===== config.mk =====
export PLATFORM = sky130hd
export DESIGN_NAME = button_auto_repeat_flat
export DESIGN_NICKNAME = d
export VERILOG_FILES = /design/src/rtl/button_auto_repeat_if.sv /design/src/rtl/button_auto_repeat.sv /design/src/flat_wrapper.sv
export SDC_FILE = /design/constraint.sdc
export NUM_CORES = 1
export LEC_CHECK = 0
export ABC_AREA = 1
export CAP_MARGIN = 20
export CORE_MARGIN = 4
export CORE_UTILIZATION = 35
export CTS_CLUSTER_SIZE = 40
export DETAILED_ROUTE_END_ITERATION = 16
export HOLD_SLACK_MARGIN = 0.03
export SLEW_MARGIN = 20
export SYNTH_ARGS = -nofsm -noshare
export SYNTH_HDL_FRONTEND = slang
export SYNTH_SLANG_ARGS = --single-unit

===== constraint.sdc =====
create_clock -name i_Clk -period 1.4 [get_ports i_Clk]
set_input_delay 0.42 -clock i_Clk [delete_from_list [all_inputs] [get_ports i_Clk]]
set_output_delay 0.42 -clock i_Clk [all_outputs]
set_load 0.1 [all_outputs]

===== src/rtl/button_auto_repeat_if.sv =====
// Button auto-repeat handshake bundle: timebase, enable and button level in,
// increment pulse and repeat status out.
interface button_auto_repeat_if;
    logic i_Tick;
    logic i_Enable;
    logic i_Signal;
    logic o_Pulse;
    logic o_Repeating;
    logic o_Fast;

    modport master (
        output i_Tick, i_Enable, i_Signal,
        input  o_Pulse, o_Repeating, o_Fast
    );

    modport slave (
        input  i_Tick, i_Enable, i_Signal,
        output o_Pulse, o_Repeating, o_Fast
    );
endinterface


===== src/rtl/button_auto_repeat.sv =====
// Turns a debounced button level into increment pulses: one on press, then
// slow auto-repeat, then fast auto-repeat after FAST_AFTER slow repeats.
module button_auto_repeat #(
    parameter int HOLD_TICKS   = 500,
    parameter int REPEAT_TICKS = 200,
    parameter int FAST_AFTER   = 5,
    parameter int FAST_TICKS   = 50,
    parameter int CNT_WIDTH    = 10
) (
    input  logic               i_Clk,
    input  logic               i_Reset,
    button_auto_repeat_if.slave bus
);
    localparam int REP_W = $clog2(FAST_AFTER + 1);
    localparam logic [CNT_WIDTH-1:0] HOLD_LAST   = CNT_WIDTH'(HOLD_TICKS - 1);
    localparam logic [CNT_WIDTH-1:0] REPEAT_LAST = CNT_WIDTH'(REPEAT_TICKS - 1);
    localparam logic [CNT_WIDTH-1:0] FAST_LAST   = CNT_WIDTH'(FAST_TICKS - 1);
    localparam logic [REP_W-1:0]     REP_LAST    = REP_W'(FAST_AFTER - 1);

    typedef enum logic [2:0] {
        S_IDLE,
        S_HOLD,
        S_REPEAT,
        S_FAST,
        S_WAIT
    } state_t;

    state_t               state_q, state_d;
    logic [CNT_WIDTH-1:0] cnt_q, cnt_d;
    logic [REP_W-1:0]     rep_q, rep_d;
    logic                 pulse_q, pulse_d;
    logic                 repeating_q, repeating_d;
    logic                 fast_q, fast_d;

    always_ff @(posedge i_Clk or posedge i_Reset) begin
        if (i_Reset) begin
            state_q     <= S_IDLE;
            cnt_q       <= '0;
            rep_q       <= '0;
            pulse_q     <= 1'b0;
            repeating_q <= 1'b0;
            fast_q      <= 1'b0;
        end else begin
            state_q     <= state_d;
            cnt_q       <= cnt_d;
            rep_q       <= rep_d;
            pulse_q     <= pulse_d;
            repeating_q <= repeating_d;
            fast_q      <= fast_d;
        end
    end

    always_comb begin
        state_d = state_q;
        cnt_d   = cnt_q;
        rep_d   = rep_q;
        pulse_d = 1'b0;

        if (!bus.i_Enable) begin
            // A button still held when disabled must be released before it can fire again
            state_d = bus.i_Signal ? S_WAIT : S_IDLE;
            cnt_d   = '0;
            rep_d   = '0;
        end else begin
            unique case (state_q)
                S_IDLE: begin
                    if (bus.i_Signal) begin
                        pulse_d = 1'b1;
                        state_d = S_HOLD;
                        cnt_d   = '0;
                    end
                end
                S_HOLD, S_REPEAT, S_FAST: begin
                    if (!bus.i_Signal) begin
                        state_d = S_IDLE;
                        cnt_d   = '0;
                        rep_d   = '0;
                    end else if (bus.i_Tick) begin
                        cnt_d = cnt_q + CNT_WIDTH'(1);
                        if (state_q == S_HOLD && cnt_q == HOLD_LAST) begin
                            pulse_d = 1'b1;
                            cnt_d   = '0;
                            rep_d   = '0;
                            state_d = S_REPEAT;
                        end else if (state_q == S_REPEAT && cnt_q == REPEAT_LAST) begin
                            pulse_d = 1'b1;
                            cnt_d   = '0;
                            rep_d   = rep_q + REP_W'(1);
                            if (rep_q == REP_LAST) state_d = S_FAST;
                        end else if (state_q == S_FAST && cnt_q == FAST_LAST) begin
                            pulse_d = 1'b1;
                            cnt_d   = '0;
                        end
                    end
                end
                S_WAIT: begin
                    if (!bus.i_Signal) state_d = S_IDLE;
                end
                default: begin
                    state_d = S_IDLE;
                    cnt_d   = '0;
                    rep_d   = '0;
                end
            endcase
        end

        repeating_d = (state_d == S_REPEAT) || (state_d == S_FAST);
        fast_d      = (state_d == S_FAST);
    end

    assign bus.o_Pulse     = pulse_q;
    assign bus.o_Repeating = repeating_q;
    assign bus.o_Fast      = fast_q;
endmodule


===== src/flat_wrapper.sv =====
// flat-port wrapper written by rule: the top's interface ports become plain ports
module button_auto_repeat_flat 
#(
    parameter int HOLD_TICKS   = 500,
    parameter int REPEAT_TICKS = 200,
    parameter int FAST_AFTER   = 5,
    parameter int FAST_TICKS   = 50,
    parameter int CNT_WIDTH    = 10
)
  (i_Clk, i_Reset, bus_i_Tick, bus_i_Enable, bus_i_Signal, bus_o_Pulse, bus_o_Repeating, bus_o_Fast);
  button_auto_repeat_if bus_i ();
  input  logic i_Clk;
  input  logic i_Reset;
  input wire logic [$bits(bus_i.i_Tick)-1:0] bus_i_Tick;
  input wire logic [$bits(bus_i.i_Enable)-1:0] bus_i_Enable;
  input wire logic [$bits(bus_i.i_Signal)-1:0] bus_i_Signal;
  output wire logic [$bits(bus_i.o_Pulse)-1:0] bus_o_Pulse;
  output wire logic [$bits(bus_i.o_Repeating)-1:0] bus_o_Repeating;
  output wire logic [$bits(bus_i.o_Fast)-1:0] bus_o_Fast;
  assign bus_i.i_Tick = bus_i_Tick;
  assign bus_i.i_Enable = bus_i_Enable;
  assign bus_i.i_Signal = bus_i_Signal;
  assign bus_o_Pulse = bus_i.o_Pulse;
  assign bus_o_Repeating = bus_i.o_Repeating;
  assign bus_o_Fast = bus_i.o_Fast;
  button_auto_repeat #(.HOLD_TICKS(HOLD_TICKS), .REPEAT_TICKS(REPEAT_TICKS), .FAST_AFTER(FAST_AFTER), .FAST_TICKS(FAST_TICKS), .CNT_WIDTH(CNT_WIDTH)) u_core (.i_Clk(i_Clk), .i_Reset(i_Reset), .bus(bus_i));
endmodule

======== Word-level counts from Yosys, hierarchy flattened ========
Index checks and enable logic that the tools add are counted.
cells by class
  add/sub/neg operators ................... 2
  reduce and logical (&&, ||, !) cells .... 9
  muxes and demuxes ....................... 32
  eq/ne operators ......................... 15
operators with widths
  kind                   number
  $mux 10                7
  $mux 3                 14
  $pmux 10 s3            1
  $eq 3x2->1 const B     4
  $add 10x1->10 const B  1
  $eq 10x6->1 const B    1
  $eq 10x8->1 const B    1
  $eq 10x9->1 const B    1
  $pmux 3 s3             1
  $mux 1                 7
  $eq 3x3->1 const B     2
  $pmux 3 s2             1
  $reduce_and 3->1       2
  $ne 5x3->1 const B     1
  $ne 2x2->1 const B     2
  $ne 4x4->1 const B     1
  $add 3x1->3 const B    1
  $eq 3x1->1 const B     1
  $logic_and 1x1->1      3
  $logic_not 3->1        1
  $ne 3x3->1 const B     1
  $reduce_or 3->1        1
  $pmux 1 s2             1
  $reduce_or 2->1        1
  $logic_or 1x1->1       1
storage, ports and cells
  input bits .............................. 5
  flip-flop bits (word level) ............. 19

======== Logic depth before layout (Yosys ltp) ========
  depth in word-level cells ............... 10
  depth in mapped cells ................... 11
  mapped depth without buffers ............ 11

======== Worst setup path before layout ========
No wires, ideal clock.
  kind .................................... register to register
  from .................................... register u_core.cnt_q[0]
  to ...................................... register u_core.rep_q[2]
  path buffers ............................ 0
  slack ................................... 0.003 ns
  setup time .............................. 0.121 ns
  data required time ...................... 1.279 ns
  arrival time ............................ 1.276 ns
  cell stages (with the launch flop) ...... 11
  cells stage by stage .................... dfrtp_1 ha_1 nand2_1 nor2_2 nand3_4 nand2_1 inv_1 nand2_1 nand2_2 nand2_1 o21ai_1
on the way
  longest elaborated chain between the ends .. 7
  elaborated cells on any way between the ends .. 11
  classes of those cells .................. eq/ne (3); mux (5); reduce/logical (3)
ends and longest elaborated chain
  item                    line                      source
  start, declared         button_auto_repeat.sv:29  logic [CNT_WIDTH-1:0] cnt_q, cnt_d;
  start signal, assigned  button_auto_repeat.sv:45  cnt_q <= cnt_d;
  $eq 10x9->1             button_auto_repeat.sv:80  if (state_q == S_HOLD && cnt_q == HOLD_LAST) begin
  $logic_and 1x1->1       button_auto_repeat.sv:80
  $mux 3                  button_auto_repeat.sv:80
  $mux 3                  button_auto_repeat.sv:78  end else if (bus.i_Tick) begin
  $mux 3                  button_auto_repeat.sv:74  if (!bus.i_Signal) begin
  $pmux 3 s2              button_auto_repeat.sv:65  unique case (state_q)
  $mux 3                  button_auto_repeat.sv:59  if (!bus.i_Enable) begin
  end signal, assigned    button_auto_repeat.sv:46  rep_q <= rep_d;
  end, declared           button_auto_repeat.sv:30  logic [REP_W-1:0] rep_q, rep_d;
Parallel ways exist; a longest one is shown, timed or not. The select of a mux whose other input is x is not followed.
A chain may end at the register's enable or synchronous reset.

======== Worst setup path in the final report ========
  from .................................... register u_core.cnt_q[1]
  to ...................................... register u_core.rep_q[0]
The elaborated chain is that of the path after synthesis.

==> summary.txt <==
Outcome
  – Failing checks: setup timing
  – Outcome: complete, but fails checks

Global routing
  – Number of global-route vias before repair: 1178
  – Gr busiest metal: met2
  – Met2 Use GR: 24.6%
  – Grt total ovfl: 0
  – Initial antenna violation count: 0
  – Grt met3 use: 2.27%
  – GRT met1 Usage: 17.6%
  – GRT Total Usage: 14.2%
  – Global-route wire length before repair: 5.04 mm
  – Largest net degree at the start of global routing: 20

Timing
  – Slew @ Worst Pin: 0.334 ns
  – Fin. max-slew vios: 0
  – Fin crit share: 103%
  – RSZ-0062 raised after global routing: true
  – Fmax achieved: 0.693 GHz
  – Final setup vio count: 12
  – Worst setup margin: -0.0434 ns
  – Final hold violation count: 0
  – Max transition margin: 77.5%
  – Min cycle time layout: 1.44 ns
  – Clock Skews: 0.00539 ns

Clock network
  – H-tree level count: 1
  – Clk buf depth: 2
  – Inserted Clock Buffers: 3
  – Clk_lat worst skew: 0.26 ns
  – TritonCTS clock tree: built
  – Clk slew on worst S/H paths: 0.08 ns
  – Clock sink count: 19
  – Hold buffer count at CTS: 0
  – Root Driver: clkbuf_8

Pwr
  – Pleak: 0.932 nW
  – P_sw: 0.317 mW
  – Power share of the clock group: 34.8%
  – Maximum VDD drop: 489 µV
  – Switching share of power: 27.8%
  – Cell Int Power: 0.825 mW
  – Total power: 1.14 mW
  – Sequential fraction of design power: 49.3%
  – Power per Cell Area: 618 nW/µm²
  – Logic pwr share: 16.0%

Yosys
  – Mux cell area share after synthesis: 0%
  – Main combinational cell family by area after synthesis: simple AND/OR/NAND/NOR gates
  – Synth cell types: 28
  – Post-synthesis simple-gate area fraction: 42.3%
  – Mapped Cells: 175
  – Mapped cell area: 1290 µm²
  – Seq cells post-synth: 19
  – Synth Area in Adders: 3.88%
  – Synth Area in XOR/XNOR: 0.680%
  – Seq/Total Area, Yosys: 36.9%
  – Avg Cell Area, Syn: 7.36 µm²
  – Compound-cell area share of the yosys netlist: 5.34%
  – Mapped Nets: 184
  – Synth warn: 0

Floorplan
  – I/O pin count: 8
  – FP Rows: 21
  – DIE AREA: 4720 µm²
  – Die Span Y: 68.7 µm
  – Core Box Area: 3440 µm²
  – Die extent in x: 68.7 µm
  – Starting Density: 37.4%

Drt
  – Drt initial violations: 41
  – Vias per cell: 4.56
  – ANT nets after route: 0
  – DR WL/cell: 11.5 µm
  – Final wirelength: 2.96 mm
  – DRC errors left: 0
  – Vias post-DR: 1177
  – Detailed Routing Iterations Pass 1: 7

Layout
  – FILL cells: 309
  – Share of layout cells above drive strength 1: 40.1%
  – Final net count: 222
  – Area grow syn2layout: 43.4%
  – Commonest non-fill, non-tap cell in the layout: nand2_1
  – Antenna diodes: 0
  – Most frequent cells in the layout: nand2_1 (39), inv_1 (30), buf_4 (23)
  – Final cell count without fillers: 258

Placement
  – Inst Count DP: 247
  – RD Place Congestion: 0.820
  – IO buf count: 7
  – DPL Wire Length: 2.13 mm

Critical path
  – Crit path arrival time: 1.59 ns
  – CP startpoint kind: flip-flop
  – Crit Path Class: reg -> reg
  – Worst-path fanout max: 6
  – Slowest Stage Delay on Critical Path: 0.43 ns
  – Crit-path slowest cell: dfrtp_1
  – Critical-path cell list: ha_4, nand2_2, nor2_4, nand3_4, nand2_1, inv_1, nand2_2, nand2_4, nand2_1, o21ai_1
  – Crit path buf inv count: 1
  – Crit. End Element: flip-flop
  – Delay-heaviest family, CP: simple AND/OR/NAND/NOR gates
  – CP required: 1.55 ns

Run
  – Max Cap Viol: 0

Min path
  – Worst Hold Class: in -> async
-- worst min-delay path, stage by stage --
cell,delay (ns)
clkdlybuf4s50_1,0.39
inv_1,0.05
buf_4,0.25
-- registers in the layout (all words and copies together) (netlist names) --
name                    count
u_core.cnt_q               10
u_core.bus.o_Repeating      1
u_core.rep_q                3
u_core.state_q              3
u_core.bus.o_Fast           1
u_core.bus.o_Pulse          1
-- metrics by stage --
| step | TNS, ns | instance area [µm²] | hold WS, ns | utilization, % | setup slack, ns |
|---|---|---|---|---|---|
| 5_1_grt | -1.85 | 1850 | 0.517 | 53.7 | -0.147 |
| 4_1_cts | -0.258 | 1740 | 0.484 | 50.6 | -0.0309 |
| 6_report | -0.359 | 1850 | 0.472 | 53.7 | -0.0434 |
| 3_3_place_gp | -5.81 | 1590 | 0.508 | 46.2 | -0.409 |
| 2_1_floorplan | 0 | 1290 | 0.371 | - | 0.00323 |
| 3_5_place_dp | -6.15 | 1590 | 0.521 | 46.2 | -0.426 |
-- what timing repair did --
| item | 4_1_cts | 5_1_grt |
|---|---|---|
| setup endpoints to repair | 16 | 18 |
| gates resized for setup | 22 | 26 |
| buffers inserted | 4 | 3 |
| endpoints found under the hold margin | 0 | 0 |
| pin swaps | 14 | 15 |
-- routing by layer --
metal / vias up / routed length [µm]
li1: 606 / -
met1: 546 / 1330
met2: 21 / 1510
met3: 4 / 97
met4: 0 / 20
met5: - / 0
-- synth_stat cells (all sizes together) --
cell / instances / area share [%]
nand2: 57 / 20
nand3: 12 / 6.4
dfrtp: 19 / 37
o21ai: 6 / 2.3
ha: 4 / 3.9
xor2: 1 / 0.68
or2: 2 / 0.97
nand4: 3 / 1.9
nor2: 25 / 12
a21oi: 5 / 1.9
a21boi: 1 / 0.58
inv: 36 / 11
nor3: 2 / 0.78
and3: 1 / 0.49
o22ai: 1 / 0.49
-- kinds of logic after synthesis --
logic type | after synthesis
and+or+nand+nor | 102
buffers and inverters | 36
DFF | 19
AOI/OAI and AO/OA | 13
adders and majority gates | 4
xor gates and xnor gates | 1
-- worst paths after layout --
kind / from / end / slack, ns / depth (start not counted)
min in group i_Clk: u_core.rep_q[2] / u_core.rep_q[2] / 0.54 / 2
min: i_Reset / u_core.cnt_q[9] / 0.47 / 3
min reg2reg: u_core.rep_q[2] / u_core.rep_q[2] / 0.54 / 2
max in group asynchronous: i_Reset / u_core.state_q[0] / 0.71 / 3
max reg2reg: u_core.cnt_q[1] / u_core.rep_q[0] / -0.04 / 10
max: u_core.cnt_q[1] / u_core.rep_q[0] / -0.04 / 10
-- layout make-up --
| type | count | area [µm²] | area share, % |
|---|---|---|---|
| inverters | 36 | 143 | 7.72 |
| repair buffers | 33 | 313 | 16.9 |
| clock inverters | 1 | 5.00 | 0.271 |
| flip-flops and latches | 19 | 477 | 25.8 |
| well taps | 46 | 57.6 | 3.11 |
| clock buffers | 3 | 41.3 | 2.23 |
| multi-input cells | 120 | 812 | 43.9 |
-- power by group through the flow --
stage	Clock [mW]	Sequential (mW)	Combinational, mW
after floorplan	0	0.583	0.0853
final	0.397	0.563	0.183
after CTS	0.405	0.562	0.166
after detailed placement	0	0.574	0.152
after global routing	0.435	0.563	0.199
after global placement	0	0.573	0.150
Power figures use the tool's default switching activity.
